<file path="src/rtl/uart_recv.sv">
// Purpose  : 8N1 UART receiver, LSB first, mid-bit sampling after a 2-FF synchronizer.
// Latency  : uart_en/frame_err rise 9*BPS_CNT + BPS_CNT/2 + 3 clocks after the start-bit falling edge.
// Backpress: none; uart_en/frame_err are single-cycle pulses, consumer must capture uart_data on uart_en.
// Ports    : sys_clk/sys_rst (async active-low), uart_rxd serial in;
//            uart_data last good byte, uart_en good-byte pulse, frame_err bad-stop pulse, rx_busy not idle.
module uart_recv #(
    parameter int CLK_FREQ = 50000000,
    parameter int UART_BPS = 115200,
    parameter int BPS_CNT  = CLK_FREQ / UART_BPS
) (
    input  logic       sys_clk,
    input  logic       sys_rst,
    input  logic       uart_rxd,
    output logic [7:0] uart_data,
    output logic       uart_en,
    output logic       frame_err,
    output logic       rx_busy
);

    localparam int CNT_W = ($clog2(BPS_CNT) > 16) ? $clog2(BPS_CNT) : 16;
    localparam logic [CNT_W-1:0] CNT_LAST = CNT_W'(BPS_CNT - 1);
    localparam logic [CNT_W-1:0] CNT_MID  = CNT_W'(BPS_CNT / 2);

    typedef enum logic [1:0] {IDLE, START, DATA, STOP} state_t;

    state_t           state_q, state_d;
    logic             rx_meta_q, rx_meta_d;
    logic             rx_s_q, rx_s_d;
    logic             rx_p_q, rx_p_d;
    logic [CNT_W-1:0] clk_cnt_q, clk_cnt_d;
    logic [2:0]       bit_idx_q, bit_idx_d;
    logic [7:0]       shift_reg_q, shift_reg_d;
    logic [7:0]       uart_data_q, uart_data_d;
    logic             uart_en_q, uart_en_d;
    logic             frame_err_q, frame_err_d;
    logic             rx_busy_q, rx_busy_d;

    logic sample_pt;
    logic bit_end;
    logic start_edge;

    assign sample_pt  = (clk_cnt_q == CNT_MID);
    assign bit_end    = (clk_cnt_q == CNT_LAST);
    // Requiring a high-to-low transition keeps a line stuck low from re-triggering.
    assign start_edge = rx_p_q & ~rx_s_q;

    // State register. Synchronizer flops reset high so release never fakes a start edge.
    always_ff @(posedge sys_clk or negedge sys_rst) begin
        if (!sys_rst) begin
            state_q     <= IDLE;
            rx_meta_q   <= 1'b1;
            rx_s_q      <= 1'b1;
            rx_p_q      <= 1'b1;
            clk_cnt_q   <= '0;
            bit_idx_q   <= 3'd0;
            shift_reg_q <= 8'h00;
            uart_data_q <= 8'h00;
            uart_en_q   <= 1'b0;
            frame_err_q <= 1'b0;
            rx_busy_q   <= 1'b0;
        end else begin
            state_q     <= state_d;
            rx_meta_q   <= rx_meta_d;
            rx_s_q      <= rx_s_d;
            rx_p_q      <= rx_p_d;
            clk_cnt_q   <= clk_cnt_d;
            bit_idx_q   <= bit_idx_d;
            shift_reg_q <= shift_reg_d;
            uart_data_q <= uart_data_d;
            uart_en_q   <= uart_en_d;
            frame_err_q <= frame_err_d;
            rx_busy_q   <= rx_busy_d;
        end
    end

    // Next-state logic.
    always_comb begin
        state_d = state_q;
        case (state_q)
            IDLE:  if (start_edge) state_d = START;
            START: begin
                if (sample_pt && rx_s_q) state_d = IDLE;   // start bit gone high: glitch
                else if (bit_end)        state_d = DATA;
            end
            DATA:  if (bit_end && (bit_idx_q == 3'd7)) state_d = STOP;
            // Leave at mid stop bit so a start bit directly after it is caught.
            STOP:  if (sample_pt) state_d = IDLE;
            default: state_d = IDLE;
        endcase
    end

    // Datapath and outputs.
    always_comb begin
        rx_meta_d   = uart_rxd;
        rx_s_d      = rx_meta_q;
        rx_p_d      = rx_s_q;
        clk_cnt_d   = clk_cnt_q;
        bit_idx_d   = bit_idx_q;
        shift_reg_d = shift_reg_q;
        uart_data_d = uart_data_q;
        uart_en_d   = 1'b0;
        frame_err_d = 1'b0;
        rx_busy_d   = (state_d != IDLE);

        // Counter is held at zero in IDLE, so it starts at zero on entry to START.
        if ((state_q == IDLE) || (state_d == IDLE)) begin
            clk_cnt_d = '0;
        end else if (bit_end) begin
            clk_cnt_d = '0;
        end else begin
            clk_cnt_d = clk_cnt_q + CNT_W'(1);
        end

        if (state_q == START) begin
            bit_idx_d = 3'd0;
        end else if ((state_q == DATA) && bit_end) begin
            bit_idx_d = bit_idx_q + 3'd1;
        end

        if ((state_q == DATA) && sample_pt) begin
            shift_reg_d[bit_idx_q] = rx_s_q;
        end

        if ((state_q == STOP) && sample_pt) begin
            uart_en_d   = rx_s_q;
            frame_err_d = ~rx_s_q;
            if (rx_s_q) uart_data_d = shift_reg_q;
        end
    end

    assign uart_data = uart_data_q;
    assign uart_en   = uart_en_q;
    assign frame_err = frame_err_q;
    assign rx_busy   = rx_busy_q;

endmodule

</file>
<file path="config.mk">
export PLATFORM = sky130hd
export DESIGN_NAME = uart_recv
export DESIGN_NICKNAME = d
export VERILOG_FILES = /design/src/rtl/uart_recv.sv
export SDC_FILE = /design/constraint.sdc
export NUM_CORES = 1
export LEC_CHECK = 0
export CAP_MARGIN = 0
export CORE_MARGIN = 5
export CORE_UTILIZATION = 52
export DETAILED_ROUTE_END_ITERATION = 16
export PLACE_DENSITY = 0.76
export SLEW_MARGIN = 20
export SYNTH_ARGS = -nofsm -noshare
export SYNTH_HDL_FRONTEND = slang
export SYNTH_SLANG_ARGS = --single-unit
</file>
<file path="constraint.sdc">
create_clock -name sys_clk -period 1.8 [get_ports sys_clk]
set_input_delay 0.36 -clock sys_clk [delete_from_list [all_inputs] [get_ports sys_clk]]
set_output_delay 0.36 -clock sys_clk [all_outputs]
set_load 0.02 [all_outputs]
</file>
# [Yosys cells after proc, flatten, opt, wreduce, memory -nomap -nowiden]
# Cells that the tools add are included.
[totals] rom_bits=0 inputBits=3 out_inout_bits=11 mem_count=0 register_bits=43 latchBits=0 wordCells=50 ramBits=0
[classes] n_mux=15 n_eq_ne=6 n_shift=0 n_reduce_logical=12 magnitude_cmp=2 bitwise_logic=2 div_mod_pow=0 n_mul=0 n_addsub=2
[ops] op="16-bit two-way mux" count=2
[ops] op="16-bit by 1-bit adder with 16-bit output (second input constant)" count=1
[ops] op="16-bit by 8-bit equality test with 1-bit output (second input constant)" count=1
[ops] op="16-bit by 9-bit equality test with 1-bit output (second input constant)" count=1
[ops] op="2-bit two-way mux" count=5
[ops] op="8-bit bitwise mux" count=1
[ops] op="2-bit one-hot mux with 4 select lines" count=1
[ops] op="1-bit logical AND" count=6
[ops] op="3-bit two-way mux" count=2
[ops] op="2-bit equality test (second input constant)" count=2
[ops] op="2-bit zero test" count=2
[ops] op="3-bit by 4-bit < comparator with 1-bit output (second input constant)" count=1
[ops] op="2-bit nonzero test" count=2
[ops] op="3-bit by 1-bit adder with 3-bit output (second input constant)" count=1
[ops] op="1-bit demux with 3-bit select" count=1
[ops] op="3-bit equality test (second input constant)" count=1
[ops] op="3-bit by 1-bit greater-or-equal comparator with 1-bit output (second input constant)" count=1
[ops] op="1-bit two-way mux" count=3
[ops] op="2-bit by 1-bit equality test with 1-bit output (second input constant)" count=1
[ops] op="2-bit AND reduction" count=1
[ops] op="1-bit bitwise AND" count=1
[ops] op="1-bit logical OR" count=1
[ops] op="1-bit NOT" count=1

# [Logic depth before layout (Yosys ltp)]
[depth] depth_word=7 mapped_depth=7 depth_no_buf=6

# [Worst setup path before layout]
# Ideal clock, no wire load.
[synth_path] kind="register -> register" from="register clk_cnt_q[12]" to="register shift_reg_q[0]" t_arrival_ps=1745 stages_incl_launch_ff=6 synth_period_minus_slack_ps=1873 n_path_buf=1 setup_slack_ps=-73 path_cell_list="dfrtp_1 > or4_4 > nor3_4 > buf_6 > nand4_1 > mux2_1"
[synth_via] elab_chain_len=2
[synth_rtl] element="start, declared" line="30" text="logic [CNT_W-1:0] clk_cnt_q, clk_cnt_d;"
[synth_rtl] element="start signal, assigned" line="66" text="clk_cnt_q <= clk_cnt_d;"
[synth_rtl] element="16-bit by 8-bit equality test with 1-bit output" line="42" text="assign sample_pt = (clk_cnt_q == CNT_MID);"
[synth_rtl] element="1-bit logical AND" line="120" text="if ((state_q == DATA) && sample_pt) begin"
[synth_rtl] element="end signal, assigned" line="68" text="shift_reg_q <= shift_reg_d;"
[synth_rtl] element="end, declared" line="32" text="logic [7:0] shift_reg_q, shift_reg_d;"
# Every way passes these cells.
# A chain may end at the register's enable or synchronous reset.

# [Final worst setup path]
[layout_path] from="register clk_cnt_q[15]" to="register bit_idx_q[1]"
[layout_via] elab_chain_len=3
[layout_rtl] element="16-bit by 9-bit equality test with 1-bit output" line="43" text="assign bit_end = (clk_cnt_q == CNT_LAST);"
[layout_rtl] element="1-bit logical AND" line="116" text="end else if ((state_q == DATA) && bit_end) begin"
[layout_rtl] element="2-bit nonzero test (no line)"
[layout_rtl] element="end signal, assigned" line="67" text="bit_idx_q <= bit_idx_d;"
[layout_rtl] element="end, declared" line="31" text="logic [2:0] bit_idx_q, bit_idx_d;"
# Every way passes these cells.

==> summary.txt <==
Floorplan
  – Horizontal extent of the die: 73.7 microns
  – Die area: 5430 sq um
  – Effective utilization at floorplan: 53.2%
  – Number of primary I/O pins: 14
  – Floorplan die height: roughly 74 microns
  – Area of the core: 3970 sq um
  – Site Rows: 23

Clocking
  – Sink count of the clock tree: 43
  – Number of buffers inserted during clock tree synthesis: 5
  – Longest Clk Path Bufs: 2
  – Clock tree from TritonCTS: built
  – Root buffer cell: sky130_fd_sc_hd__clkbuf_8
  – Clock latency at the later pin of the worst-skew pair: 300 ps
  – Clock slew at the register clock pins of the worst setup and hold paths: ~80 ps
  – Deepest level of the CTS H-tree: 2

Drt
  – Number of nets with antenna violations after routing: 0
  – Routed len/inst: 16.9 microns
  – DRT Wirelength: 4650 microns
  – Final routed DRC violation total: 0
  – Via count normalized by instance count: 6.08
  – Drt pass-1 iters: 4
  – Count of routing violations after the opening detailed-route iteration: ~130
  – Vias: about 1700

Global route
  – GRT Resource Usage Total: 18.6%
  – Number of global-route vias before repair: 1714
  – Largest net degree at the start of global routing: 24
  – Antenna violations before repair: 0
  – First-pass GRT wire length: between 7000 and 8000 microns
  – Global-route congestion overflow total: 0

Finish
  – Final cell count without fillers: 275
  – Fin area: 2670 sq um
  – Multi-input gate area: 1090 sq um
  – ANT cells: 0
  – Post-synthesis to final-layout area growth: 26.4%
  – Share of post-route cells with drive strength above 1: 33.3%
  – Sequential Area: 1080 sq um
  – Number of filler cells placed in the layout: 288
  – Number of nets in the layout: roughly 230

Synthesis
  – Syn Inst Count: 188
  – Yosys Warn Count: 0
  – Most frequent cell after synthesis: sky130_fd_sc_hd__dfrtp_1
  – Fraction of synthesized cell area taken by the top area cell type: about 47%
  – Leading post-synthesis cells by instance count: sky130_fd_sc_hd__dfrtp_1 (40), sky130_fd_sc_hd__nor2_1 (14), sky130_fd_sc_hd__mux2_2 (12), sky130_fd_sc_hd__nand4_1 (12), sky130_fd_sc_hd__xor2_1 (10)
  – Synthesized netlist net count: 195
  – Netlist area before placement: 2110 sq um
  – Top area cells in the synthesized netlist: sky130_fd_sc_hd__dfrtp_1 (47%), sky130_fd_sc_hd__mux2_2 (6.4%), sky130_fd_sc_hd__xor2_1 (4.1%)
  – Sequential fraction of the synthesis area: 51.2%
  – Synth unique cells: 45
  – Count of flip-flops with a built-in enable after synthesis: 0
  – Syn avg cell area: around 11 sq um
  – Cell accounting for the most synthesized area: sky130_fd_sc_hd__dfrtp_1
  – Async set-or-reset flop fraction in the synthesized netlist: 100%
  – Count of state elements after synthesis: 43
  – Primary FF master, synth: sky130_fd_sc_hd__dfrtp_1

Pwr
  – P per Cell Area: 842 nW/um^2
  – Leakage Power: between 1 and 1.5 nW
  – Maximum resistive drop on vdd: 0.508 mV

Worst setup path
  – Critical Path, Cell by Cell: or4_4, or3_4, o311ai_2, o21ai_1
  – Number of cells on the worst reg-to-reg path: 4
  – CP Launch Type: register
  – Worst EP arrival: 2070 ps
  – Stages on the worst setup path: 4
  – Largest fanout on the critical path: 5
  – Critical path origin: clk_cnt_q[15]
  – Worst path max stage delay: 570 ps
  – Largest delay contributor family on the critical path: simple AND/OR/NAND/NOR gates
  – Critical path endpoint category: register
  – Required time reported for the critical path endpoint: 1980 ps
  – Crit Reg-Reg Startpoint: clk_cnt_q[15]
  – Reg-to-reg slack, setup: -90 ps
  – Endpoint of the worst-slack reg-to-reg timing path: bit_idx_q[1]
  – Kind of critical path: reg -> reg
  – Critical path buffer and inverter count: 0
  – Slowest stage cell, crit path: sky130_fd_sc_hd__or4_4
  – End of the critical path: bit_idx_q[1]

Run status
  – Outcome: finished, violations left
  – Violated checks: negative setup slack

STA
  – Max Clk Rate: 0.529 GHz
  – Tightest slew margin relative to the limit: 66.2%
  – Slew Viols, Final: 0
  – Clock tree skew after final layout: 5.76 ps
  – Final worst slack: -91.6 ps
  – Actual slew at the worst max-slew pin: 507 ps
  – Final hold violations: 0
  – Part of the cycle the worst path needs: 105%
  – Final critical delay including setup and external delays: 1890 ps
  – Setup repair after global routing missed its margin: yes
  – Final count of negative-setup-slack endpoints: 32

Place
  – Placed cells: 266
  – Pre-CTS worst setup slack: -161 ps
  – Port buffer count: 13
  – Total placed instance area: 2460 sq um
  – Gp weighted congestion: just over 0.9
  – Final HPWL from detailed placement: 3250 microns

Flow run
  – Max-Cap Viols: 0

Worst hold path
  – Min-delay worst type: in -> async
power breakdown:
part / total [mW] / internal [mW] / switching, mW / leakage, nW
Sequential: 1.14 / 1.05 / 0.0865 / 0.565
Clock: 0.605 / 0.271 / 0.333 / 0.0412
Combinational: 0.507 / 0.241 / 0.266 / 0.583
state kept, by name (all words and copies together) (netlist names):
name / cells
rx_busy: 1
rx_p_d: 1
rx_p_q: 1
rx_meta_q: 1
state_q: 2
shift_reg_q: 8
clk_cnt_q: 16
bit_idx_q: 3
uart_en: 1
uart_data: 8
frame_err: 1
cell type report:
type                    instances  share of cell area (%)
inverters                       4                   0.563
flip-flops and latches         43                    40.5
clock buffers                   6                    2.72
well taps                      50                    2.34
repair buffers                 37                    12.5
multi-input cells             133                    40.9
clock inverters                 2                   0.469
through the flow:
stage / util, % / hold slack (ps) / setup TNS, ps / power, mW
6_report: 67.2 / 12.5 / -2150 / 2.25
5_1_grt: 67.2 / 39.8 / -4260 / 2.36
4_1_cts: 66.0 / 19.0 / -1990 / 2.24
3_5_place_dp: 62.0 / 341 / -2520 / 1.61
3_3_place_gp: 62.0 / 333 / -1580 / 1.59
2_1_floorplan: - / 64.4 / -466 / 1.41
cell usage in the layout (no fill, tap or decap), drive strengths merged, types with 2 or more instances in the layout:
cell | netlist | final
nand4 | 13 | 14
clkbuf | 6 | 6
or3 | 2 | 2
mux2 | 16 | 16
xor2 | 10 | 10
nor4 | 2 | 2
dfrtp | 40 | 40
clkdlybuf4s50 | 0 | 12
nor2b | 5 | 5
and4 | 3 | 3
nor2 | 14 | 14
buf | 3 | 25
nor3 | 4 | 4
o311ai | 2 | 2
a21oi | 6 | 6
o21ai | 5 | 5
and3 | 3 | 3
nand3 | 9 | 9
dfstp | 3 | 3
a41oi | 2 | 2
ha | 4 | 4
nand2 | 7 | 7
and2 | 8 | 8
inv | 4 | 4
or4 | 3 | 3
worst min path at each step:
stage | end | slack [ps] | start
floorplan | bit_idx_q[0] | 60 | sys_rst
global placement | shift_reg_q[2] | 330 | sys_rst
detailed placement | bit_idx_q[1] | 340 | sys_rst
CTS | bit_idx_q[1] | 20 | sys_rst
global route | bit_idx_q[2] | 40 | sys_rst
finish | bit_idx_q[0] | 10 | sys_rst
cells by family after synthesis:
family                   synth area share (%)
flip-flops                               51.2
XOR/XNOR                                 4.56
adder cells (fa/ha/maj)                  2.37
buffers and inverters                    2.79
multiplexers                             8.54
AO/OA/AOI/OAI                            8.71
AND/OR/NAND/NOR                          21.9
layer usage:
| layer | track usage [%] | up-vias | wire (microns) |
|---|---|---|---|
| li1 | - | 767 | - |
| met1 | 20.8 | 824 | 1870 |
| met2 | 34.2 | 67 | 2460 |
| met3 | 4.24 | 13 | 236 |
| met4 | 6.64 | 0 | 90 |
| met5 | 0 | - | 0 |
what timing repair did:
| action | 4_1_cts | 5_1_grt |
|---|---|---|
| gates resized for setup | 13 | 13 |
| buffers inserted | 0 | 0 |
| gates cloned | 1 | 0 |
| pin swaps | 8 | 3 |
| setup endpoints to repair | 34 | 37 |
| hold buffers | 0 | 0 |
No activity file was read; power rests on OpenSTA's default activity.
